### config.mk
export PLATFORM = sky130hd
export DESIGN_NAME = i2s_speaker_tx_flat
export DESIGN_NICKNAME = d
export VERILOG_FILES = /design/src/rtl/audio_pkg.sv /design/src/rtl/i2s_speaker_tx_if.sv /design/src/rtl/i2s_tx_fifo.sv /design/src/rtl/i2s_speaker_tx.sv /design/src/flat_wrapper.sv
export SDC_FILE = /design/constraint.sdc
export NUM_CORES = 1
export LEC_CHECK = 0
export CAP_MARGIN = 20
export CORE_MARGIN = 2
export CORE_UTILIZATION = 53
export DETAILED_ROUTE_END_ITERATION = 12
export PLACE_DENSITY = 0.85
export SLEW_MARGIN = 30
export SYNTH_ARGS = -nofsm -noshare
export SYNTH_HDL_FRONTEND = slang
export SYNTH_SLANG_ARGS = --single-unit
### constraint.sdc
create_clock -name clk -period 8.05 [get_ports clk]
set_clock_uncertainty 0.05 [all_clocks]
set_input_delay 1.2075 -clock clk [delete_from_list [all_inputs] [get_ports clk]]
set_output_delay 1.2075 -clock clk [all_outputs]
set_load 0.01 [all_outputs]
### src/rtl/audio_pkg.sv
// audio_pkg: shared audio widths, I2S slot geometry, FIFO sizing and a slot bit-selection helper.
package audio_pkg;
   localparam int SAMPLE_W   = 18;
   localparam int SLOT_BITS  = 32;
   localparam int FIFO_DEPTH = 4;
   localparam int BIT_W      = $clog2(SLOT_BITS);
   localparam int CNT_W      = $clog2(FIFO_DEPTH + 1);
   typedef logic [SAMPLE_W-1:0] sample_t;
   typedef logic [BIT_W-1:0]    bit_idx_t;
   // Serial position b (1..SAMPLE_W) carries d[SAMPLE_W-b], MSB first; every other position is zero.
   function automatic logic slot_bit(sample_t d, bit_idx_t b);
      bit_idx_t idx;
      idx = BIT_W'(SAMPLE_W) - b;
      return (b != '0 && b <= BIT_W'(SAMPLE_W)) ? d[idx] : 1'b0;
   endfunction
endpackage

### src/rtl/i2s_speaker_tx_if.sv
// i2s_speaker_tx_if: sample stream into the I2S transmitter.
//   sample_in/sample_valid/sample_ready: valid/ready sample handshake
//   mute: zero the serial data while keeping the FIFO running
//   level: current FIFO occupancy
interface i2s_speaker_tx_if;
   import audio_pkg::*;
   sample_t            sample_in;
   logic               sample_valid;
   logic               sample_ready;
   logic               mute;
   logic [CNT_W-1:0]   level;
   modport master (output sample_in, sample_valid, mute, input sample_ready, level);
   modport slave  (input sample_in, sample_valid, mute, output sample_ready, level);
endinterface

### src/rtl/i2s_tx_fifo.sv
// i2s_tx_fifo: small synchronous sample FIFO with a combinational head.
//   clk, reset (sync, active-low), push/wdata, pop/head, count, full, empty
module i2s_tx_fifo
   import audio_pkg::*;
(
   input  logic             clk,
   input  logic             reset,
   input  logic             push,
   input  sample_t          wdata,
   input  logic             pop,
   output sample_t          head,
   output logic [CNT_W-1:0] count,
   output logic             full,
   output logic             empty
);
   localparam int AW = $clog2(FIFO_DEPTH);
   sample_t       mem [FIFO_DEPTH];
   logic [AW-1:0] wr_ptr, rd_ptr;
   logic          do_push, do_pop;
   assign head    = mem[rd_ptr];
   assign full    = count == CNT_W'(FIFO_DEPTH);
   assign empty   = count == '0;
   assign do_push = push && !full;
   assign do_pop  = pop && !empty;
   // Pointers wrap naturally because the depth is a power of two.
   always_ff @(posedge clk) begin
      if (!reset) begin
         wr_ptr <= '0;
         rd_ptr <= '0;
         count  <= '0;
      end else begin
         if (do_push) begin
            mem[wr_ptr] <= wdata;
            wr_ptr      <= wr_ptr + AW'(1);
         end
         if (do_pop) rd_ptr <= rd_ptr + AW'(1);
         count <= count + CNT_W'(do_push) - CNT_W'(do_pop);
      end
   end
endmodule

### src/rtl/i2s_speaker_tx.sv
// i2s_speaker_tx: I2S transmitter for an 18-bit speaker DAC/amplifier, fed from a 4-entry sample FIFO.
//   clk, reset (sync, active-low)
//   s: sample stream interface (sample_in/valid/ready, mute, level)
//   BCLK: clk/2 bit clock, LRCLK: word select (0 = left), DIN: serial data
//   underrun: one-cycle pulse when a slot load finds the FIFO empty
//   Build option I2S_TX_STEREO_EN: a second FIFO entry feeds the right slot; otherwise the left sample is repeated.
module i2s_speaker_tx
   import audio_pkg::*;
(
   input  logic            clk,
   input  logic            reset,
   i2s_speaker_tx_if.slave s,
   output logic            BCLK,
   output logic            LRCLK,
   output logic            DIN,
   output logic            underrun
);
   logic     run, fall, wrap, nxt_lr, start, push, pop, full, empty;
   bit_idx_t bit_cnt, nb;
   sample_t  head, hold_l, slot_data;
   assign fall = BCLK;
   assign wrap = bit_cnt == BIT_W'(SLOT_BITS - 1);
   assign nxt_lr = LRCLK ^ wrap;
   assign nb = bit_cnt + BIT_W'(1);
   assign push = s.sample_valid && s.sample_ready;
   assign pop = start && !empty;
   // run holds ready low until the first cycle after reset release.
   assign s.sample_ready = run && !full;
`ifdef I2S_TX_STEREO_EN
   sample_t hold_r;
   assign start = fall && wrap;
   assign slot_data = nxt_lr ? hold_r : hold_l;
`else
   assign start = fall && wrap && LRCLK;
   assign slot_data = hold_l;
`endif
   i2s_tx_fifo u_fifo (
      .clk   (clk),
      .reset (reset),
      .push  (push),
      .wdata (s.sample_in),
      .pop   (pop),
      .head  (head),
      .count (s.level),
      .full  (full),
      .empty (empty)
   );
   // Slot position 0 always carries a zero, so a holding register loaded on that same
   // falling event is already valid when its MSB goes out one BCLK later.
   always_ff @(posedge clk) begin
      if (!reset) begin
         run      <= 1'b0;
         BCLK     <= 1'b0;
         LRCLK    <= 1'b1;
         bit_cnt  <= BIT_W'(SLOT_BITS - 1);
         DIN      <= 1'b0;
         underrun <= 1'b0;
         hold_l   <= '0;
`ifdef I2S_TX_STEREO_EN
         hold_r   <= '0;
`endif
      end else begin
         run      <= 1'b1;
         BCLK     <= !BCLK;
         underrun <= start && empty;
         if (fall) begin
            bit_cnt <= nb;
            LRCLK   <= nxt_lr;
            DIN     <= !s.mute && slot_bit(slot_data, nb);
         end
         if (start && !nxt_lr) hold_l <= empty ? '0 : head;
`ifdef I2S_TX_STEREO_EN
         if (start && nxt_lr) hold_r <= empty ? '0 : head;
`endif
      end
   end
endmodule

### src/flat_wrapper.sv
// flat-port wrapper written by rule: the top's interface ports become plain ports
module i2s_speaker_tx_flat import audio_pkg::*;
  (clk, reset, BCLK, LRCLK, DIN, underrun, s_sample_in, s_sample_valid, s_mute, s_sample_ready, s_level);
  i2s_speaker_tx_if s_i ();
  input  logic clk;
  input  logic reset;
  output logic BCLK;
  output logic LRCLK;
  output logic DIN;
  output logic underrun;
  input wire logic [$bits(s_i.sample_in)-1:0] s_sample_in;
  input wire logic [$bits(s_i.sample_valid)-1:0] s_sample_valid;
  input wire logic [$bits(s_i.mute)-1:0] s_mute;
  output wire logic [$bits(s_i.sample_ready)-1:0] s_sample_ready;
  output wire logic [$bits(s_i.level)-1:0] s_level;
  assign s_i.sample_in = s_sample_in;
  assign s_i.sample_valid = s_sample_valid;
  assign s_i.mute = s_mute;
  assign s_sample_ready = s_i.sample_ready;
  assign s_level = s_i.level;
  i2s_speaker_tx u_core (.clk(clk), .reset(reset), .s(s_i), .BCLK(BCLK), .LRCLK(LRCLK), .DIN(DIN), .underrun(underrun));
endmodule
==> flow_metrics.env <==
export IMPL_finalCritPeriodShare=0.465
export IMPL_ff_latch_area_um2=2900
export IMPL_post_place_ws_ns=4.37
export IMPL_finalSetupTns_ns=0
export IMPL_rsz0062_at_grt="false"
export IMPL_cp_slowest_cell="dfxtp_1"
export IMPL_nets=342
export IMPL_clk_pin_slew_ns=0.11
export IMPL_die_x_um=95.5
export IMPL_drt_iter0_drc=175
export IMPL_setup_ws_ns=4.30
export IMPL_hold_ws_ns=0.446
export IMPL_layout_min_cycle_time_ns=3.75
export IMPL_crit_path_cell_trace="ha_1 > and3_2 > ha_1 > nand3_1 > nor2_1 > buf_4 > ha_1 > inv_1 > ha_1 > inv_1 > fa_1 > xnor2_1 > xnor2_1 > and2_1"
export IMPL_chipHeight_um=95.5
export IMPL_cts_repair_resized=0
export IMPL_p_per_area_nw_per_um2=234
export IMPL_synth_distinct_cells=33
export IMPL_yosysSeqAreaShare=0.654
export IMPL_hp_class="reg -> reg"
export IMPL_boundaryPins=30
export IMPL_core_region_area_um2=8180
export IMPL_insertion_delay_ns=0.37
export IMPL_worstSetupStartpointType="register"
export IMPL_grt_overflow_total=0
export IMPL_crit_buf_inv=3
export IMPL_maxCapViolCount=0
export IMPL_dr_pass1_iters=4
export IMPL_cp_arrival_ns=3.97
export IMPL_grt_pass1_vias=2352
export IMPL_grt_busiest_layer="met2"
export IMPL_remaining_drc_errors=0
export IMPL_p_leak_nw=1.71
export IMPL_place_gp_congestion=0.822
export IMPL_detail_route_wirelength_mm=7.45
export IMPL_timing_critical_path_mode_cell="ha_1"
export IMPL_wire_per_inst_um=17.9
export IMPL_hold_start="u_core.DIN$_SDFFE_PN0P_"
export IMPL_grt_total_usage=0.182
export IMPL_antenna_found_initial=0
export IMPL_end_kind="register"
export IMPL_place_hpwl_mm=4.84
export IMPL_grtUsageMet3=0.0395
export IMPL_io_buffer_count=29
export IMPL_cp_startpoint="u_core.bit_cnt[0]$_SDFFE_PN1P_"
export IMPL_crit_family="adder cells"
export IMPL_multi_input_area_um2=1370
export IMPL_fp_dieArea_um2=9120
export IMPL_grt_pass1_wl_mm=12.0
export IMPL_cts_buffers=9
export IMPL_cp_slowest_stage_delay_ns=0.57
export IMPL_setup_viol=0
export IMPL_synthesis_nets=311
export IMPL_synth_area_um2=4440
export IMPL_fmax_mhz=267
export IMPL_hold_viol_final=0
export IMPL_placementRows=33
export IMPL_htreeDepth=3
export IMPL_cts_path_max_buffers=2
export IMPL_drive_above_1_share=0.144
export IMPL_synthCells=276
export IMPL_worst_pin_slew_ns=0.849
export IMPL_syn_to_final_growth_pct=12.5
export IMPL_status="completed"
export IMPL_grt_util_met2=0.302
export IMPL_cts_sinks=109
export IMPL_cts_tree="done"
export IMPL_num_vias=2348
export IMPL_grt_use_met1=0.240
export IMPL_root_buffer="clkbuf_8"
export IMPL_post_cts_setup_buffers=0
export IMPL_synth_seq_cells=109
export IMPL_cts_hold_buf=0
export IMPL_ir_worst_vdd_v=0.000137
export IMPL_r2r_start="u_core.bit_cnt[0]$_SDFFE_PN1P_"
export IMPL_slew_headroom=0.433
export IMPL_grt_max_degree=39
export IMPL_start_util=0.543
export IMPL_crit_fanout=21
export IMPL_fill_cells=603
export IMPL_synth_area_per_cell_um2=16.1
export IMPL_ys_warnings_count=0
export IMPL_postRouteAntennaNets=0
export IMPL_worstSetupPathType="reg -> reg"
export IMPL_timing_final_max_slew_violations=0
export IMPL_avgViaCountPerCell=5.63
export IMPL_diodes=0
export IMPL_crit_required_ns=8.28
==> layout make-up <==
class | instances | area share
clock buffers | 10 | 0.0298
clock inverters | 6 | 0.0130
inverters | 12 | 0.00902
multi-input cells | 140 | 0.274
flip-flops and latches | 109 | 0.582
well taps | 105 | 0.0263
repair buffers | 35 | 0.0662
==> routing by layer <==
metal | up-vias | wire (um) | share of wire
met4 | 0 | 130 | 0.017
met5 | - | 0 | 0
met1 | 1192 | 3340 | 0.45
met2 | 52 | 3730 | 0.50
li1 | 1092 | - | -
met3 | 12 | 252 | 0.034
==> path summary, 6_finish.rpt <==
path | slack [ns] | cells after the start | to
min reg2reg | 0.45 | 2 | u_core.DIN$_SDFFE_PN0P_
min | 0.45 | 2 | u_core.DIN$_SDFFE_PN0P_
max | 4.30 | 14 | u_core.u_fifo.count[2]$_SDFF_PN0_
max reg2reg | 4.30 | 14 | u_core.u_fifo.count[2]$_SDFF_PN0_
==> kinds of logic (layout without fill, tap and decap cells) <==
group | after synthesis | count (layout) | share of synthesized area
adder cells (fa/ha/maj) | 13 | 13 | 0.0383
AO/OA/AOI/OAI | 32 | 32 | 0.0493
flip-flops | 109 | 109 | 0.654
buffers and inverters | 27 | 63 | 0.0378
AND/OR/NAND/NOR | 57 | 57 | 0.0696
XOR/XNOR | 11 | 11 | 0.0248
multiplexers | 27 | 27 | 0.126
==> sequential cells by signal, summed over array words and instances, names as in the netlist, named ones only <==
| name | count |
|---|---|
| u_core.hold_l | 18 |
| u_core.u_fifo.rd_ptr | 2 |
| u_core.run | 1 |
| u_core.BCLK | 1 |
| u_core.u_fifo.count | 3 |
| u_core.LRCLK | 1 |
| u_core.u_fifo.wr_ptr | 2 |
| u_core.underrun | 1 |
| u_core.bit_cnt | 5 |
| u_core.u_fifo.mem | 72 |
| u_core.DIN | 1 |
==> cell usage in the layout, fill, tap and decap left out <==
cell type	Yosys	routed
a21boi_0	2	2
a21oi_1	4	4
a22oi_1	19	19
and2_1	6	6
and2b_2	1	1
and3_1	2	2
and3_2	2	2
buf_2	2	1
buf_4	0	6
clkbuf_16	0	1
clkbuf_8	2	9
clkdlybuf4s50_1	0	28
clkinv_4	0	1
clkinv_8	0	1
dfxtp_1	37	37
edfxtp_1	72	72
fa_1	1	1
ha_1	12	12
inv_1	12	12
inv_6	0	2
inv_8	0	2
mux2i_1	5	5
mux4_1	3	3
mux4_2	18	18
mux4_4	1	1
nand2_1	10	10
nand3_1	4	4
nand3b_1	1	1
nor2_1	8	8
nor2b_1	20	20
nor3_1	3	3
o21ai_0	5	5
o31ai_1	1	1
o41ai_1	1	1
xnor2_1	6	6
xnor3_1	1	1
xor2_1	4	4
==> worst min-delay path, cell delays in order (launching register included) <==
cell and delay, ns:
dfxtp_1 0.33, nand3b_1 0.07, o41ai_1 0.06
==> synth_stat cells <==
master / instances / share of area
clkbuf_8: 2 / 0.0062
nor2b_1: 20 / 0.028
edfxtp_1: 72 / 0.49
mux4_4: 1 / 0.0056
o31ai_1: 1 / 0.0017
o21ai_0: 5 / 0.0056
nor3_1: 3 / 0.0034
mux2i_1: 5 / 0.011
a22oi_1: 19 / 0.032
xnor3_1: 1 / 0.0051
dfxtp_1: 37 / 0.17
ha_1: 12 / 0.034
o41ai_1: 1 / 0.0020
nand3b_1: 1 / 0.0017
a21boi_0: 2 / 0.0034
and2_1: 6 / 0.0085
buf_6: 2 / 0.0051
and3_2: 2 / 0.0034
mux4_1: 3 / 0.018
and2b_2: 1 / 0.0020
clkbuf_1: 8 / 0.0068
nand3_1: 4 / 0.0045
inv_1: 12 / 0.010
and3_1: 2 / 0.0028
fa_1: 1 / 0.0045
nand2_1: 10 / 0.0085
bufbuf_16: 1 / 0.0073
nor2_1: 8 / 0.0068
xnor2_1: 6 / 0.012
xor2_1: 4 / 0.0079
a21oi_1: 4 / 0.0045
buf_2: 2 / 0.0023
mux4_2: 18 / 0.091
==> per-stage QoR <==
stage / cells / power, W / utilization / cell area [um2]
final: 417 / 0.00117 / 0.610 / 4990
after global placement: 401 / 0.000835 / 0.585 / 4780
after CTS: 417 / 0.00118 / 0.611 / 5000
after floorplan: 276 / 0.000788 / - / 4440
after global routing: 417 / 0.00122 / 0.610 / 4990
after detailed placement: 401 / 0.000844 / 0.585 / 4780
==> where the power goes <==
group / internal [W] / leakage [nW] / total (W) / switching, W
clock network: 0.000141 / 0.109 / 0.000337 / 0.000196
logic: 0.0000968 / 0.646 / 0.000187 / 0.0000898
registers: 0.000623 / 0.951 / 0.000644 / 0.0000208
total: 0.000861 / 1.71 / 0.00117 / 0.000307
Note: power is estimated with default switching activity, not from simulation.
